**config.mk**
```make
export PLATFORM = sky130hd
export DESIGN_NAME = sa_col_collector
export DESIGN_NICKNAME = d
export VERILOG_FILES = /design/src/rtl/sa_col_collector.sv
export SDC_FILE = /design/constraint.sdc
export NUM_CORES = 1
export LEC_CHECK = 0
export CAP_MARGIN = 20
export CORE_MARGIN = 2
export CORE_UTILIZATION = 50
export DETAILED_ROUTE_END_ITERATION = 12
export PLACE_DENSITY = 0.72
export SYNTH_ARGS = -nofsm -noshare
export SYNTH_HDL_FRONTEND = slang
export SYNTH_SLANG_ARGS = --single-unit
export TNS_END_PERCENT = 10
```
**constraint.sdc**
```tcl
create_clock -name PE_clk -period 3.83 [get_ports PE_clk]
set_clock_uncertainty 0.05 [all_clocks]
set_input_delay 0.5745 -clock PE_clk [delete_from_list [all_inputs] [get_ports PE_clk]]
set_output_delay 0.5745 -clock PE_clk [all_outputs]
set_load 0.01 [all_outputs]
```
**src/rtl/sa_col_collector.sv**
```systemverilog
// Collector at the foot of one systolic-array column: tracks weight-load handshakes,
// samples finished dot products from the bottom PE, applies optional ReLU and queues results.
module sa_col_collector #(
    parameter int ROWS  = 4,
    parameter int DEPTH = 8,
    parameter int LEN_W = 8
) (
    input  logic                    PE_clk,
    input  logic                    PE_rst_n,
    input  logic                    PE_en_down,
    input  logic signed [31:0]      PE_data_down,
    input  logic                    clr,
    input  logic                    calc_start,
    input  logic [LEN_W-1:0]        calc_len,
    input  logic                    relu_en,
    output logic                    wload_done,
    output logic                    busy,
    output logic                    out_valid,
    output logic signed [31:0]      out_data,
    input  logic                    out_ready,
    output logic                    ovf_err,
    output logic                    start_err
);
    localparam int DATA_W = 32;
    localparam int PTR_W  = $clog2(DEPTH);
    localparam int CNT_W  = PTR_W + 1;
    localparam int WL_W   = $clog2(ROWS + 1);
    localparam int WT_W   = (ROWS > 2) ? $clog2(ROWS - 1) : 1;

    localparam logic [WL_W-1:0]  WL_MAX  = WL_W'(ROWS);
    localparam logic [WT_W-1:0]  WT_LOAD = WT_W'((ROWS >= 2) ? ROWS - 2 : 0);
    localparam logic [CNT_W-1:0] FULL_N  = CNT_W'(DEPTH);

    localparam logic [1:0] IDLE = 2'd0;
    localparam logic [1:0] WAIT = 2'd1;
    localparam logic [1:0] CAPT = 2'd2;

    function automatic logic signed [DATA_W-1:0] relu_clamp(
        input logic signed [DATA_W-1:0] x,
        input logic                     en
    );
        return (en && x[DATA_W-1]) ? '0 : x;
    endfunction

    logic [WL_W-1:0]  wl_cnt;
    logic [1:0]       state;
    logic [WT_W-1:0]  wait_cnt;
    logic [LEN_W-1:0] len_q;
    logic [LEN_W-1:0] k_q;
    logic             relu_q;
    logic             start_ok;

    logic                     vld_p0;
    logic signed [DATA_W-1:0] cap_data_p0;

    logic signed [DATA_W-1:0] mem [DEPTH];
    logic [PTR_W-1:0]         wr_ptr;
    logic [PTR_W-1:0]         rd_ptr;
    logic [CNT_W-1:0]         count;
    logic                     full;
    logic                     push;
    logic                     pop;

    always_ff @(posedge PE_clk or negedge PE_rst_n) begin
        if (!PE_rst_n) begin
            wl_cnt <= '0;
        end else if (clr) begin
            wl_cnt <= '0;
        end else if (PE_en_down && wl_cnt != WL_MAX) begin
            wl_cnt <= wl_cnt + WL_W'(1);
        end
    end

    assign wload_done = (wl_cnt == WL_MAX);
    assign busy       = (state != IDLE);
    assign start_ok   = calc_start && (state == IDLE) && (calc_len != '0);

    // wait_cnt holds the WAIT cycles left before vector 0 leaves the bottom PE.
    always_ff @(posedge PE_clk or negedge PE_rst_n) begin
        if (!PE_rst_n) begin
            state     <= IDLE;
            wait_cnt  <= '0;
            len_q     <= '0;
            k_q       <= '0;
            relu_q    <= 1'b0;
            start_err <= 1'b0;
        end else if (clr) begin
            state     <= IDLE;
            wait_cnt  <= '0;
            len_q     <= '0;
            k_q       <= '0;
            relu_q    <= 1'b0;
            start_err <= 1'b0;
        end else begin
            if (calc_start && state != IDLE) begin
                start_err <= 1'b1;
            end
            case (state)
                IDLE: begin
                    if (start_ok) begin
                        len_q    <= calc_len;
                        relu_q   <= relu_en;
                        k_q      <= '0;
                        wait_cnt <= WT_LOAD;
                        state    <= (ROWS == 1) ? CAPT : WAIT;
                    end
                end
                WAIT: begin
                    wait_cnt <= wait_cnt - WT_W'(1);
                    if (wait_cnt == '0) begin
                        state <= CAPT;
                    end
                end
                CAPT: begin
                    k_q <= k_q + LEN_W'(1);
                    if (k_q == len_q - LEN_W'(1)) begin
                        state <= IDLE;
                    end
                end
                default: state <= IDLE;
            endcase
        end
    end

    // Stage p0: capture of the bottom-PE sum into the FIFO write port.
    assign vld_p0      = (state == CAPT);
    assign cap_data_p0 = relu_clamp(PE_data_down, relu_q);

    assign full      = (count == FULL_N);
    assign out_valid = (count != '0);
    assign pop       = out_valid && out_ready;
    assign push      = vld_p0 && (!full || pop);

    always_ff @(posedge PE_clk or negedge PE_rst_n) begin
        if (!PE_rst_n) begin
            wr_ptr  <= '0;
            rd_ptr  <= '0;
            count   <= '0;
            ovf_err <= 1'b0;
        end else if (clr) begin
            wr_ptr  <= '0;
            rd_ptr  <= '0;
            count   <= '0;
            ovf_err <= 1'b0;
        end else begin
            if (push) begin
                wr_ptr <= wr_ptr + PTR_W'(1);
            end
            if (pop) begin
                rd_ptr <= rd_ptr + PTR_W'(1);
            end
            if (vld_p0 && full && !pop) begin
                ovf_err <= 1'b1;
            end
            case ({push, pop})
                2'b10:   count <= count + CNT_W'(1);
                2'b01:   count <= count - CNT_W'(1);
                default: count <= count;
            endcase
        end
    end

    always_ff @(posedge PE_clk) begin
        if (push && !clr) begin
            mem[wr_ptr] <= cap_data_p0;
        end
    end

    // Empty FIFO shows zero so stale storage never leaks after reset or clr.
    assign out_data = out_valid ? mem[rd_ptr] : '0;

endmodule

```
==> results <==
- In this run the cell area of the synthesized design comes to 12100 sq um.
- Counting the buffers created by CTS gives 29.
- The highest signal layer in the routed design is met4.
- Of all nets on the critical path, the largest fanout is 22.
- In this run the vertical extent of the chip is approximately 160 microns.
- Entering global routing, the biggest net connects 67 pins.
- Of the synthesized area, sequential elements account for between 70% and 80%.
- The mean cell area of the mapped netlist is 18.1 sq um.
- The total via count after detailed routing is 6327.
- The count of instances resized after the clock tree is built is 0.
- The DRC violation total after the first TritonRoute iteration is 456.
- The final routed wire length divided by cell count is 21.4 microns.
- The peak supply drop is between 0.0004 and 0.0005 V.
- The number of nets at the end of the flow is 834.
- The number of rows in the core area is 56.
- The layout cell share with drive strength beyond 1 is 19.5%.
- The initial antenna violation count was 1.
- STA classifies the critical path startpoint as a flip-flop.
- CTS built an H-tree with a depth of 1.
- The number of synthesized register bits is 292.
- The min-delay analysis places its worst path in the category in2async.
- The clock tree from TritonCTS is built.
- Measured against its own limit, the worst slew margin works out to 42.0%.
- The area growth from synthesis to layout is 19.8%.
- The clock sink count is ~300.
- The first global-routing pass estimated 38900 microns of wire.
- Counting both buffers and inverters, the worst setup path holds a total of 2.
- The clock passes through at most 3 buffers.
- Across all hold checks on the routed design, the worst slack comes to around 420 ps.
- After clock tree synthesis, the clock-pin slew on the worst setup and hold paths is around 60 ps.
- The count of buffers inserted at the top-level ports is between 80 and 90.
- The total core area is 23600 sq um.
- The critical path goes through buf_12 > mux4_2 > mux2i_1 > nor2_1 > clkdlybuf4s50_1.
- The critical path class is reg2out.
- The synthesized instance count is 670.
- For this run, design rule violations remaining after detail routing come to 0.
- The minimum clock period after layout is between 3000 and 4000 ps.
- In the routed layout, each cell is associated on average with a via count of 5.66.
- The tool flagged a number of max-cap violations equal to 0.
- The final number of hold-violating endpoints is 0.
- The clock latency at the later pin of the worst-skew pair is 530 ps.
- After filler insertion, the fill cell instance count of the layout stands at 1677.
- The floorplan step defined a die boundary enclosing 25400 sq um.
- When the netlist entered floorplanning its net count stood at 727.
- The I/O pin total is between 80 and 90.
- The highest attainable clock frequency is just under 300 MHz.
- The final weighted congestion in routability-driven placement is approximately 0.82.
- STA classifies the critical path endpoint as an output port.
- The count of non-filler cells in the finished layout is 1118.
- The number of antenna cells inserted is 0.
- For the worst setup path, the data arrival time is 2850 ps.
- Yosys printed 0 warnings.
- The number of setup buffers added after CTS is 0.
- The share of async-settable or async-resettable flops after synthesis is 12.3%.
- Power spread over the standard cell area amounts to between 600 and 700 nW/um^2.
- The global routing usage summed across all routing layers is 19.5%.
- The master of the slowest instance on the critical path is sky130_fd_sc_hd__dfrtp_4.
- The final layout contains routed wiring with a total length of 23900 microns.
- The synthesized design contains 256 enable-type register cells.
- The run finished with clean final reports.
- The clock tree root driver cell is sky130_fd_sc_hd__clkbuf_16.
- The leakage power figure is 4.74 nW.
- For this design, the CTS-stage hold fixing added 0 buffers.
- Setup repair after global routing left no endpoint under its margin.
- The register-to-register setup slack is 1200 ps.
- In this design, the stage delay of the slowest critical-path cell is 730 ps.
- The number of max-slew violations in the final report is 0.
- The met2 layer wire length in the routed design is 12200 microns.
- The most used flip-flop cell after synthesis is sky130_fd_sc_hd__edfxtp_1.
- Summed over all nets, the half-perimeter wirelength after detailed placement is 14800 microns.
- For this run, the share of the core covered by cells in the final layout is 61.3%.
- Counting distinct cell types in the post-synthesis netlist gives 57.
- For this configuration, the core starts out at a cell density of 51.2%.
- The category of cells accounting for the largest share of critical-path delay is multiplexers.
- The transition time at the pin with the least slew margin is 870 ps.
- Setup violations remaining at the end of the flow were counted as 0.
- The count of nets left with antenna violations once routing finished came out at 0.
- After global routing the overflow that remains totals 0.
- For the final routed database, the setup TNS stands at 0 ps.
- The via count of the first global-routing pass came to 6921.
- The number of placed instances, taps included, is 1065.
- The period utilization is 90.7%.
- The required time at the worst-slack endpoint is 3210 ps.
- Summed over all nets, wire length on met3 after detailed routing comes to 1260 microns.
- In this run the horizontal extent of the chip is 160 microns.
- For this block, wires on met1 add up to 9940 microns.
- The number of detailed-routing iterations run before antenna repair is 5.
cells by family (layout without fill, tap and decap cells):
family / count (synthesis) / in the layout / synth area share, %
XOR/XNOR: 22 / 22 / 1.59
buffers and inverters: 40 / 169 / 1.40
adder cells (fa/ha/maj): 10 / 10 / 1.10
AO/OA/AOI/OAI: 41 / 41 / 2.65
flip-flops: 292 / 292 / 71.0
AND/OR/NAND/NOR: 163 / 163 / 7.19
multiplexers: 102 / 102 / 15.1
worst paths after layout:
path	start	end	cells past startpoint
min reg2reg	ovf_err$_DFFE_PN0P_	ovf_err$_DFFE_PN0P_	2
min in group PE_clk	ovf_err$_DFFE_PN0P_	ovf_err$_DFFE_PN0P_	2
max	rd_ptr[0]$_DFFE_PN0P_	out_data[31]	5
max reg2reg	count[1]$_DFFE_PN0P_	count[3]$_DFFE_PN0P_	8
max in group asynchronous	PE_rst_n	rd_ptr[0]$_DFFE_PN0P_	2
min	PE_rst_n	wait_cnt[1]$_DFFE_PN0P_	2
cells in the final DEF, fill, tap and decap left out, types with 11 or more instances in the layout:
cell	n
sky130_fd_sc_hd__edfxtp_1	256
sky130_fd_sc_hd__clkdlybuf4s50_1	83
sky130_fd_sc_hd__nor2_1	71
sky130_fd_sc_hd__mux4_2	64
sky130_fd_sc_hd__mux2i_1	38
sky130_fd_sc_hd__and2_1	33
sky130_fd_sc_hd__dfrtp_1	33
sky130_fd_sc_hd__clkbuf_16	29
sky130_fd_sc_hd__buf_4	15
sky130_fd_sc_hd__nand2_1	11
sky130_fd_sc_hd__xor2_1	11
sky130_fd_sc_hd__a21oi_1	11
sky130_fd_sc_hd__xnor2_1	11
power by group:
group	total [mW]	switching (mW)	internal, mW	leakage (nW)
registers	3.78	0.166	3.61	2.79
logic	2.26	1.07	1.19	1.48
clock network	2.82	1.13	1.68	0.467
synth_stat cells (2+ instances only):
library cell | number | area share [%]
sky130_fd_sc_hd__mux2i_1 | 38 | 3.1
sky130_fd_sc_hd__buf_4 | 2 | 0.12
sky130_fd_sc_hd__nor3_1 | 4 | 0.17
sky130_fd_sc_hd__dfrtp_1 | 36 | 7.4
sky130_fd_sc_hd__nand2_1 | 11 | 0.34
sky130_fd_sc_hd__o21ai_1 | 2 | 0.083
sky130_fd_sc_hd__nand3b_1 | 2 | 0.12
sky130_fd_sc_hd__a211oi_1 | 4 | 0.25
sky130_fd_sc_hd__ha_1 | 9 | 0.93
sky130_fd_sc_hd__xor2_1 | 11 | 0.80
sky130_fd_sc_hd__edfxtp_1 | 256 | 64
sky130_fd_sc_hd__or2b_1 | 2 | 0.12
sky130_fd_sc_hd__nor4_4 | 3 | 0.53
sky130_fd_sc_hd__a31oi_1 | 2 | 0.10
sky130_fd_sc_hd__clkbuf_1 | 11 | 0.34
sky130_fd_sc_hd__o211ai_1 | 2 | 0.12
sky130_fd_sc_hd__buf_2 | 9 | 0.37
sky130_fd_sc_hd__buf_1 | 8 | 0.25
sky130_fd_sc_hd__nor2b_1 | 3 | 0.16
sky130_fd_sc_hd__a21oi_1 | 11 | 0.46
sky130_fd_sc_hd__a21o_1 | 4 | 0.25
sky130_fd_sc_hd__xnor2_1 | 11 | 0.80
sky130_fd_sc_hd__mux4_2 | 64 | 12
sky130_fd_sc_hd__a32o_1 | 5 | 0.41
sky130_fd_sc_hd__nor2_1 | 77 | 2.4
sky130_fd_sc_hd__nand3_1 | 5 | 0.21
sky130_fd_sc_hd__nor3_2 | 3 | 0.25
sky130_fd_sc_hd__or3_1 | 2 | 0.10
sky130_fd_sc_hd__inv_1 | 9 | 0.28
sky130_fd_sc_hd__nor3b_1 | 2 | 0.12
sky130_fd_sc_hd__nand4_1 | 3 | 0.16
sky130_fd_sc_hd__and2_1 | 33 | 1.7
sky130_fd_sc_hd__nand2b_1 | 2 | 0.10
state kept, by name (all words and copies together) (netlist names):
name	flops
rd_ptr	3
len_q	8
count	4
ovf_err	1
relu_q	1
wr_ptr	3
wait_cnt	2
k_q	8
state	2
start_err	1
mem	256
wl_cnt	3
metrics by stage:
| step | total power [mW] | cell area (sq um) | setup slack (ps) |
|---|---|---|---|
| 4_1_cts | 8.95 | 14500 | 246 |
| 3_5_place_dp | 6.13 | 13500 | 796 |
| 2_1_floorplan | 5.21 | 12100 | 20.4 |
| 6_report | 8.85 | 14500 | 358 |
| 5_1_grt | 9.25 | 14500 | 192 |
| 3_3_place_gp | 6.07 | 13500 | 827 |
worst register-to-register path, stage by stage, from the launching register on:
cell and delay [ps]:
sky130_fd_sc_hd__dfrtp_1 490, sky130_fd_sc_hd__o41ai_2 540, sky130_fd_sc_hd__nor2_2 150, sky130_fd_sc_hd__ha_1 310, sky130_fd_sc_hd__a21o_1 150, sky130_fd_sc_hd__a21o_1 200, sky130_fd_sc_hd__or3_1 310, sky130_fd_sc_hd__a21o_1 180
sky130_fd_sc_hd__a31oi_1 160
cell type report:
cell class	instances	area [sq um]	area share [%]
tap	319	399	2.76
clock inverter	17	194	1.34
sequential	292	8590	59.3
timing repair buffer	106	1100	7.62
inverter	10	37.5	0.259
clock buffer	36	762	5.26
multi-input combinational	338	3390	23.4
routing by layer:
layer / vias to the layer above / track usage, %
li1: 2831 / -
met1: 3269 / 26.7
met2: 182 / 33.4
met3: 45 / 2.97
met4: 0 / 4.71
met5: - / 0
Power figures use the tool's default switching activity.
